[config.mk]
export PLATFORM = sky130hd
export DESIGN_NAME = fft_input_loader_16
export DESIGN_NICKNAME = d
export VERILOG_FILES = /design/src/rtl/fft_pkg.sv /design/src/rtl/fft_frame_bank.sv /design/src/rtl/fft_input_loader_16.sv
export SDC_FILE = /design/constraint.sdc
export NUM_CORES = 1
export LEC_CHECK = 0
export BUFFER_PORTS_ARGS = -buffer_cell sky130_fd_sc_hd__buf_2
export CORE_MARGIN = 1.5
export CORE_UTILIZATION = 60
export DETAILED_ROUTE_END_ITERATION = 7
export GPL_TIMING_DRIVEN = 1
export PLACE_DENSITY = 0.81
export SLEW_MARGIN = 20
export SYNTH_ARGS = -nofsm -noshare
export SYNTH_HDL_FRONTEND = slang
export SYNTH_SLANG_ARGS = --single-unit
[constraint.sdc]
create_clock -name clk -period 4.37 [get_ports clk]
set_input_delay 0.437 -clock clk [delete_from_list [all_inputs] [get_ports clk]]
set_output_delay 0.437 -clock clk [all_outputs]
set_load 0.01 [all_outputs]
[src/rtl/fft_pkg.sv]
// Shared definitions for the 16-point FFT input loader: sizes, bank-state encoding
// and the base-4 digit reversal used to place samples (optional FFT_IN_PRESCALE_EN build).
package fft_pkg;

    localparam int FFT_N = 16;
    localparam int FFT_W = 32;

    typedef enum logic [1:0] {
        BANK_EMPTY   = 2'd0,
        BANK_FILLING = 2'd1,
        BANK_FULL    = 2'd2
    } bank_state_t;

    // Complete loader state in one struct so it can be probed as a unit.
    typedef struct packed {
        bank_state_t [1:0] bank;
        logic              wr_bank;
        logic              rd_bank;
        logic [3:0]        wr_idx;
        logic              align_err;
    } loader_state_t;

    // Swap the two base-4 digits: k = 4*d1 + d0  ->  p = 4*d0 + d1.
    function automatic logic [3:0] digit_rev(input logic [3:0] k);
        return {k[1:0], k[3:2]};
    endfunction

endpackage

[src/rtl/fft_frame_bank.sv]
// One 16 x 32-bit frame buffer: single indexed write port, whole frame visible as a flat bus.
// Unaffected by FFT_IN_PRESCALE_EN; the loader decides what gets written.
module fft_frame_bank
    import fft_pkg::*;
(
    input  logic                     clk,
    input  logic                     rst,
    input  logic                     we,
    input  logic [3:0]               widx,
    input  logic [FFT_W-1:0]         wdata,
    output logic [FFT_W*FFT_N-1:0]   flat
);

    logic [FFT_W-1:0] mem [FFT_N];

    always_ff @(posedge clk or negedge rst) begin
        if (!rst) begin
            for (int i = 0; i < FFT_N; i++) begin
                mem[i] <= '0;
            end
        end else if (we) begin
            mem[widx] <= wdata;
        end
    end

    always_comb begin
        flat = '0;
        for (int i = 0; i < FFT_N; i++) begin
            flat[i*FFT_W +: FFT_W] = mem[i];
        end
    end

endmodule

[src/rtl/fft_input_loader_16.sv]
// Ping-pong loader: serial real samples in, digit-reversed 16-word frame out with a one-cycle strobe.
// Define FFT_IN_PRESCALE_EN to store each sample as (x + 8) >>> 4 instead of the plain sign extension.
module fft_input_loader_16
    import fft_pkg::*;
#(
    parameter int IN_W = 16,
    parameter int N    = 16
) (
    input  logic                     clk,
    input  logic                     rst,
    input  logic [IN_W-1:0]          s_data,
    input  logic                     s_valid,
    input  logic                     s_last,
    output logic                     s_ready,
    input  logic                     launch_en,
    output logic [FFT_W*FFT_N-1:0]   data_real_in_flat,
    output logic                     ready,
    output logic [7:0]               frame_cnt,
    output logic                     align_err
);

    localparam logic [3:0] LAST_IDX = 4'(N - 1);

    // Handshake: a sample transfers on any rising edge where s_valid && s_ready;
    // s_ready depends on registered state only, never on s_valid.
    loader_state_t st, st_nx;

    logic                     accept;
    logic                     launch;
    logic [1:0]               bank_we;
    logic signed [FFT_W-1:0]  sample_ext;
    logic [FFT_W-1:0]         wdata;
    logic [FFT_W*FFT_N-1:0]   bank_flat [2];

    assign s_ready   = (st.bank[st.wr_bank] != BANK_FULL);
    assign accept    = s_valid && s_ready;
    assign launch    = (st.bank[st.rd_bank] == BANK_FULL) && launch_en;
    assign align_err = st.align_err;

    assign sample_ext = {{(FFT_W-IN_W){s_data[IN_W-1]}}, s_data};
`ifdef FFT_IN_PRESCALE_EN
    assign wdata = (sample_ext + 32'sd8) >>> 4;
`else
    assign wdata = sample_ext;
`endif

    assign bank_we[0] = accept && !st.wr_bank;
    assign bank_we[1] = accept &&  st.wr_bank;

    fft_frame_bank u_bank0 (
        .clk   (clk),
        .rst   (rst),
        .we    (bank_we[0]),
        .widx  (digit_rev(st.wr_idx)),
        .wdata (wdata),
        .flat  (bank_flat[0])
    );

    fft_frame_bank u_bank1 (
        .clk   (clk),
        .rst   (rst),
        .we    (bank_we[1]),
        .widx  (digit_rev(st.wr_idx)),
        .wdata (wdata),
        .flat  (bank_flat[1])
    );

    // Launch and accept never target the same bank: launch needs FULL, accept needs not-FULL.
    always_comb begin
        st_nx = st;
        if (launch) begin
            st_nx.bank[st.rd_bank] = BANK_EMPTY;
            st_nx.rd_bank          = ~st.rd_bank;
        end
        if (accept) begin
            if (st.wr_idx == LAST_IDX) begin
                st_nx.bank[st.wr_bank] = BANK_FULL;
                st_nx.wr_bank          = ~st.wr_bank;
                st_nx.wr_idx           = '0;
                if (!s_last) begin
                    st_nx.align_err = 1'b1;
                end
            end else if (s_last) begin
                // Early s_last: drop the partial frame and refill the same bank.
                st_nx.bank[st.wr_bank] = BANK_EMPTY;
                st_nx.wr_idx           = '0;
                st_nx.align_err        = 1'b1;
            end else begin
                st_nx.bank[st.wr_bank] = BANK_FILLING;
                st_nx.wr_idx           = 4'(st.wr_idx + 4'd1);
            end
        end
    end

    always_ff @(posedge clk or negedge rst) begin
        if (!rst) begin
            st.bank[0]   <= BANK_EMPTY;
            st.bank[1]   <= BANK_EMPTY;
            st.wr_bank   <= 1'b0;
            st.rd_bank   <= 1'b0;
            st.wr_idx    <= '0;
            st.align_err <= 1'b0;
        end else begin
            st <= st_nx;
        end
    end

    always_ff @(posedge clk or negedge rst) begin
        if (!rst) begin
            data_real_in_flat <= '0;
            ready             <= 1'b0;
            frame_cnt         <= '0;
        end else begin
            ready <= launch;
            if (launch) begin
                data_real_in_flat <= st.rd_bank ? bank_flat[1] : bank_flat[0];
                frame_cnt         <= frame_cnt + 8'd1;
            end
        end
    end

endmodule

Word-level counts from Yosys, hierarchy flattened --
Cells that the tools add are included.
Word-level totals: register bits 1556, output and inout port bits 523, word-level logic and storage cells 99
Cells by class: $add $sub $neg 2, magnitude comparators 6, equality and inequality tests 4, muxes and demuxes 22, bitwise logic cells 13, reductions and logical operators 11
Operator list (count):
- bitwise mux 512 bit | 2
- 2-to-1 mux 512 bit | 1
- demux 32 bit (select 4 bit) | 1
- 2-to-1 mux 32 bit | 1
- 2-to-1 mux 4 bit | 4
- 2-to-1 mux 2 bit | 6
- 2-to-1 mux 5 bit | 2
- adder 8 x 1 -> 8 bit, second input constant | 1
- bitwise AND 4 bit | 2
- inverter 4 bit | 2
- logical AND 1 bit | 7
- greater-or-equal comparator 5 bit, second input constant | 1
- less-than comparator 5 x 1 -> 1 bit, second input constant | 1
- inverter 4 -> 5 bit | 1
- adder 4 x 1 -> 4 bit, second input constant | 1
- bitwise AND 2 bit | 2
- demux 2 bit (select 1 bit) | 2
- equality test 4 bit, second input constant | 1
- less-than comparator 1 x 2 -> 1 bit, second input constant | 2
- != test 2 bit, second input constant | 2
- inverter 2 bit | 2
- bitwise OR 2 bit | 2
- 2-to-1 mux 1 bit | 3
- AND reduction 3 bit | 1
- other kinds (6) | 8

Depth between registers and ports, before layout --
word-level depth 11, mapped depth 7, depth with buffers taken out 4

Hierarchy --
A second synthesis with hierarchy kept.
Unflattened totals: cells, all modules 4107, area, all modules 61143.6 um^2
By module, submodules not included:
- fft_frame_bank | instances 2, cells an instance 1133, area an instance 19100.8 um^2, sequential area each 12812.3 um^2
- fft_input_loader_16 | instances 1, cells an instance 1841, area an instance 22942.0 um^2, sequential area each 13312.8 um^2

Worst setup path after synthesis --
OpenSTA, ideal clock, no wires.
path kind reg2reg, start point register st[1] in the netlist's numbering, end point register u_bank1.mem, in the netlist u_bank1.flat[486], library setup time 125 ps, arrival time 1645 ps, slack 2600 ps, stages on the path, launching flop included 7, buffers on the path 2, clock period less this slack 1770 ps, path through dfrtp_1 > ha_1 > and3_1 > buf_4 > nand4_2 > buf_2 > mux2_2
On the way: word-level cells in the longest chain between the ends 6, elaborated cells between the ends (all ways) 7, those cells by class order compare (2); mux (3); bitwise (1); reduce/logical (1)
Ends and longest elaborated chain:
- start, declared | line fft_input_loader_16.sv:26 | loader_state_t st, st_nx;
- start signal, assigned | line fft_input_loader_16.sv:104 | st <= st_nx;
- inverter 4 -> 5 bit (not written as such) * | line fft_frame_bank.sv:22 | mem[widx] <= wdata;
- greater-or-equal comparator 5 bit (not written as such) / less-than comparator 5 x 1 -> 1 bit (equally long branches) | line fft_frame_bank.sv:22
- logical AND 1 bit (not written as such) | line fft_frame_bank.sv:22
- 2-to-1 mux 32 bit (not written as such) | line fft_frame_bank.sv:22
- demux 32 bit (select 4 bit) * | line fft_frame_bank.sv:22
- bitwise mux 512 bit * | line fft_frame_bank.sv:22
- end signal, assigned by index | line fft_frame_bank.sv:22
- end, declared | line fft_frame_bank.sv:14 | logic [FFT_W-1:0] mem [FFT_N];
Every way passes the cells marked *; elsewhere a longest branch is shown, timed or not. A chain may end at the register's enable or synchronous reset.

Worst setup path in the final report --
start point register st[5] in the netlist's numbering, end point register data_real_in_flat[357]
On the way: word-level cells in the longest chain between the ends 4, elaborated cells between the ends (all ways) 5, those cells by class eq/ne (1); mux (3); reduce/logical (1)
Ends and longest elaborated chain:
- 2-to-1 mux 2 bit (not written as such) (2 in a row) | line fft_input_loader_16.sv:37 | assign launch = (st.bank[st.rd_bank] == BANK_FULL) && launch_en;
- equality test 2 bit | line fft_input_loader_16.sv:37
- logical AND 1 bit | line fft_input_loader_16.sv:37
- end signal, assigned | line fft_input_loader_16.sv:116 | data_real_in_flat <= st.rd_bank ? bank_flat[1] : bank_flat[0];
- end, declared | line fft_input_loader_16.sv:16 | output logic [FFT_W*FFT_N-1:0] data_real_in_flat,
Parallel ways exist; a longest one is shown, timed or not. The select of a mux whose other input is x is not followed.

==> results.toml <==
[timing]
rsz0062_at_grt = "no"
whs_ps = 178.2
slew_headroom_pct = 27.18
layout_min_cycle_time_ps = 3078
clock_skew_ps = 21.00
maxSlewViolCount = 0
finalHoldViolations = 0
finalCritPeriodShare_pct = 70.43
setup_viol = 0
tightestPinTransition_ps = 1092
max_clock_freq_ghz = 0.3249
fin_tns_setup_ps = 0

[synthesis]
avgSynthCellArea_sq_um = 14.39
synthMuxAreaShare_pct = 18.50
synth_xor_area_share_pct = 0.2038
synth_top_family_by_area = "multiplexers"
synth-compound-area-share_pct = 7.837
ys_seq_elements = 788
synth_simple_gate_area_share_pct = 7.069
synthAdderAreaFrac_pct = 0.1820
synth_top_cell_area_share_pct = 57.37
netlist_instances = 2389
synth_edf_count = 0
synth.distinct_cells = 47
synth_top_cell_by_area = "dfrtp_1"
synth_area_sq_mm = 0.03437
synth_warnings = 0
synth_area_leaders = "dfrtp_1 57%, mux2_2 9.3%, a221o_1 7.5%"
ys_seq_area_share_pct = 57.37
synthFlopType = "dfrtp_1"
ys_async_sr_fraction_pct = 100.0
synthesis.nets = 2415

[drt]
ant_nets = 0
wirelength_um = 85950
drtPass1Iterations = 5
route.vias.total = 21290
avgRoutedWirePerCell_um = 25.36
drt_iter0_markers = 2120
routed_via_density = 6.283
drcViolationCount = 0

[pwr]
power.density_mw_per_mm2 = 385.7
ir_worst_vdd_v = 0.0002474
p_leak_nw = 22.11
total_power_mw = 14.70

[floorplanning]
core_area_sq_mm = 0.05650
die-area_sq_mm = 0.05873
die_y_um = 242.4
row_count = 87
start_util_pct = 60.84
ios = 544
die_w_um = 242.4

[worst_setup_path]
crit_fanout = 169
rr_endpoint = "data_real_in_flat[357]$_DFFE_PN0N_"
reg2reg_depth = 4
r2r-start = "st[5]$_DFFE_PN0N_"
cp.required_ps = 4900
reg2reg_slack_ps = 1290
start_kind = "flip-flop"
endpoint_kind = "flip-flop"
critPathKind = "reg2reg"
arrival_ps = 3610

[global_routing]
grt.overflow.total = 0
grt_pass1_vias = 21510
grtUsageTotal_pct = 29.16
grt_first_pass_wirelength_um = 133600
grt_max_degree = 178
antenna_found_initial = 1

[cells_and_area]
multi_input_area_sq_mm = 0.01166
register_area_sq_mm = 0.01972
layout.nets = 2598
fillers = 3785
final_util_pct = 67.46
layout-drive-gt1-share_pct = 44.58
area_growth_pct = 10.88

[cts]
clock_sinks = 788
cts_buffers = 78
cts_max_level = 3
cts-root-buf = "clkbuf_16"
cts_resized = 0
insertion_delay_ps = 610
clockBufferDepth = 3
cts_tree = "yes"
clk_pin_slew_ps = 60
cts_setup_buffers = 0

[placed_design]
gp_congestion = 0.7842
place_hpwl_um = 48800
port_buffers = 543

[outcome]
outcome = "finished clean"

[hold_path]
hold_end = "st[5]$_DFFE_PN0N_"
min_path_cells = 4
hp-start = "launch_en"
hp-class = "in2reg"

[job]
drv_cap = 0
[registers in the layout (all words and copies together) (netlist names)]
signal             count
st                    10
align_err              1
u_bank1.flat         256
ready                  1
frame_cnt              8
u_bank0.flat         256
data_real_in_flat    256
[synth_stat cells, types with 5 or more instances]
cell      number
clkbuf_1     123
buf_6         22
mux2_4       150
ha_1           5
mux2_2       283
and3_1       259
nand4_4       25
xnor2_1        7
nand4_2        6
buf_2         44
a221o_1      256
inv_1          8
dfrtp_1      788
o21ai_0        5
buf_1         11
mux2_1        80
buf_4        266
nand2_1        7
[worst max-delay path by stage]
| stage | from | to | slack (ps) | cells past startpoint |
|---|---|---|---|---|
| 6_report | st[5]$_DFFE_PN0N_ | data_real_in_flat[357]$_DFFE_PN0N_ | 1290 | 4 |
| 2_1_floorplan | st[1]$_DFFE_PN0P_ | u_bank1.flat[486]$_DFFE_PN0P_ | 2600 | 6 |
| 3_5_place_dp | st[5]$_DFFE_PN0N_ | data_real_in_flat[326]$_DFFE_PN0N_ | 1420 | 4 |
| 5_1_grt | st[5]$_DFFE_PN0N_ | data_real_in_flat[162]$_DFFE_PN0N_ | 1220 | 4 |
| 3_3_place_gp | st[5]$_DFFE_PN0N_ | data_real_in_flat[360]$_DFFE_PN0N_ | 1470 | 4 |
| 4_1_cts | st[5]$_DFFE_PN0N_ | data_real_in_flat[357]$_DFFE_PN0N_ | 1400 | 4 |
[placed cells by master, fill, tap and decap left out, drive strengths merged, types with 2 or more instances in the layout]
cell / instances
o21ai: 5
xnor2: 7
mux2i: 2
o2111ai: 3
dfrtp: 788
a21oi: 2
mux2: 513
inv: 9
a221o: 256
nor2: 5
nand3: 3
a31oi: 2
diode: 2
buf: 570
clkinv: 14
nand2: 7
and3: 259
ha: 5
nor2b: 4
nand4: 31
bufinv: 9
clkinvlp: 2
clkbuf: 113
nand2b: 3
and2: 2
[layout make-up]
type,count,share of cell area (%)
clock inverters,26,1.005
multi-input cells,1125,30.59
well taps,756,2.482
flip-flops and latches,788,51.75
diodes,2,0.01313
inverters,8,0.07879
clock buffers,113,6.106
repair buffers,571,7.977
[power by group]
part	internal, mW	switching (mW)	total (mW)
combinational	0.0379	0.295	0.333
clock	4.24	2.83	7.07
sequential	7.30	0.00274	7.30
total	11.6	3.13	14.7
[per-stage QoR]
stage,cell area [sq um],instances,setup WS [ps]
floorplan,34370,2389,2600
global route,38110,3387,1221
detailed placement,35390,3247,1422
CTS,38110,3387,1396
finish,38110,3389,1292
global placement,35390,3247,1471
[routing by layer]
metal	part of all wire (%)	track usage (%)	wire length, um
met5	0.015	0	13
met4	3.0	10.70	2604
met3	7.1	5.628	6088
met2	49	45.98	41810
met1	41	40.47	35440
[critical path, cell delays in order (launching register included)]
cell	delay (ps)
dfrtp_4	700
nor4bb_4	500
buf_12	680
buf_4	670
a221o_1	280
[repair_timing]
action | CTS | global route
setup endpoints to repair | 0 | 0
endpoints found under the hold margin | 89 | 0
hold buffers | 1 | 0
[kinds of logic after synthesis]
kind of cell,after synthesis
buf+inv,476
flops,788
compound gates,275
xor+xnor,8
mux,515
simple gates,322
fa+ha+maj,5
Power figures use the tool's default switching activity.
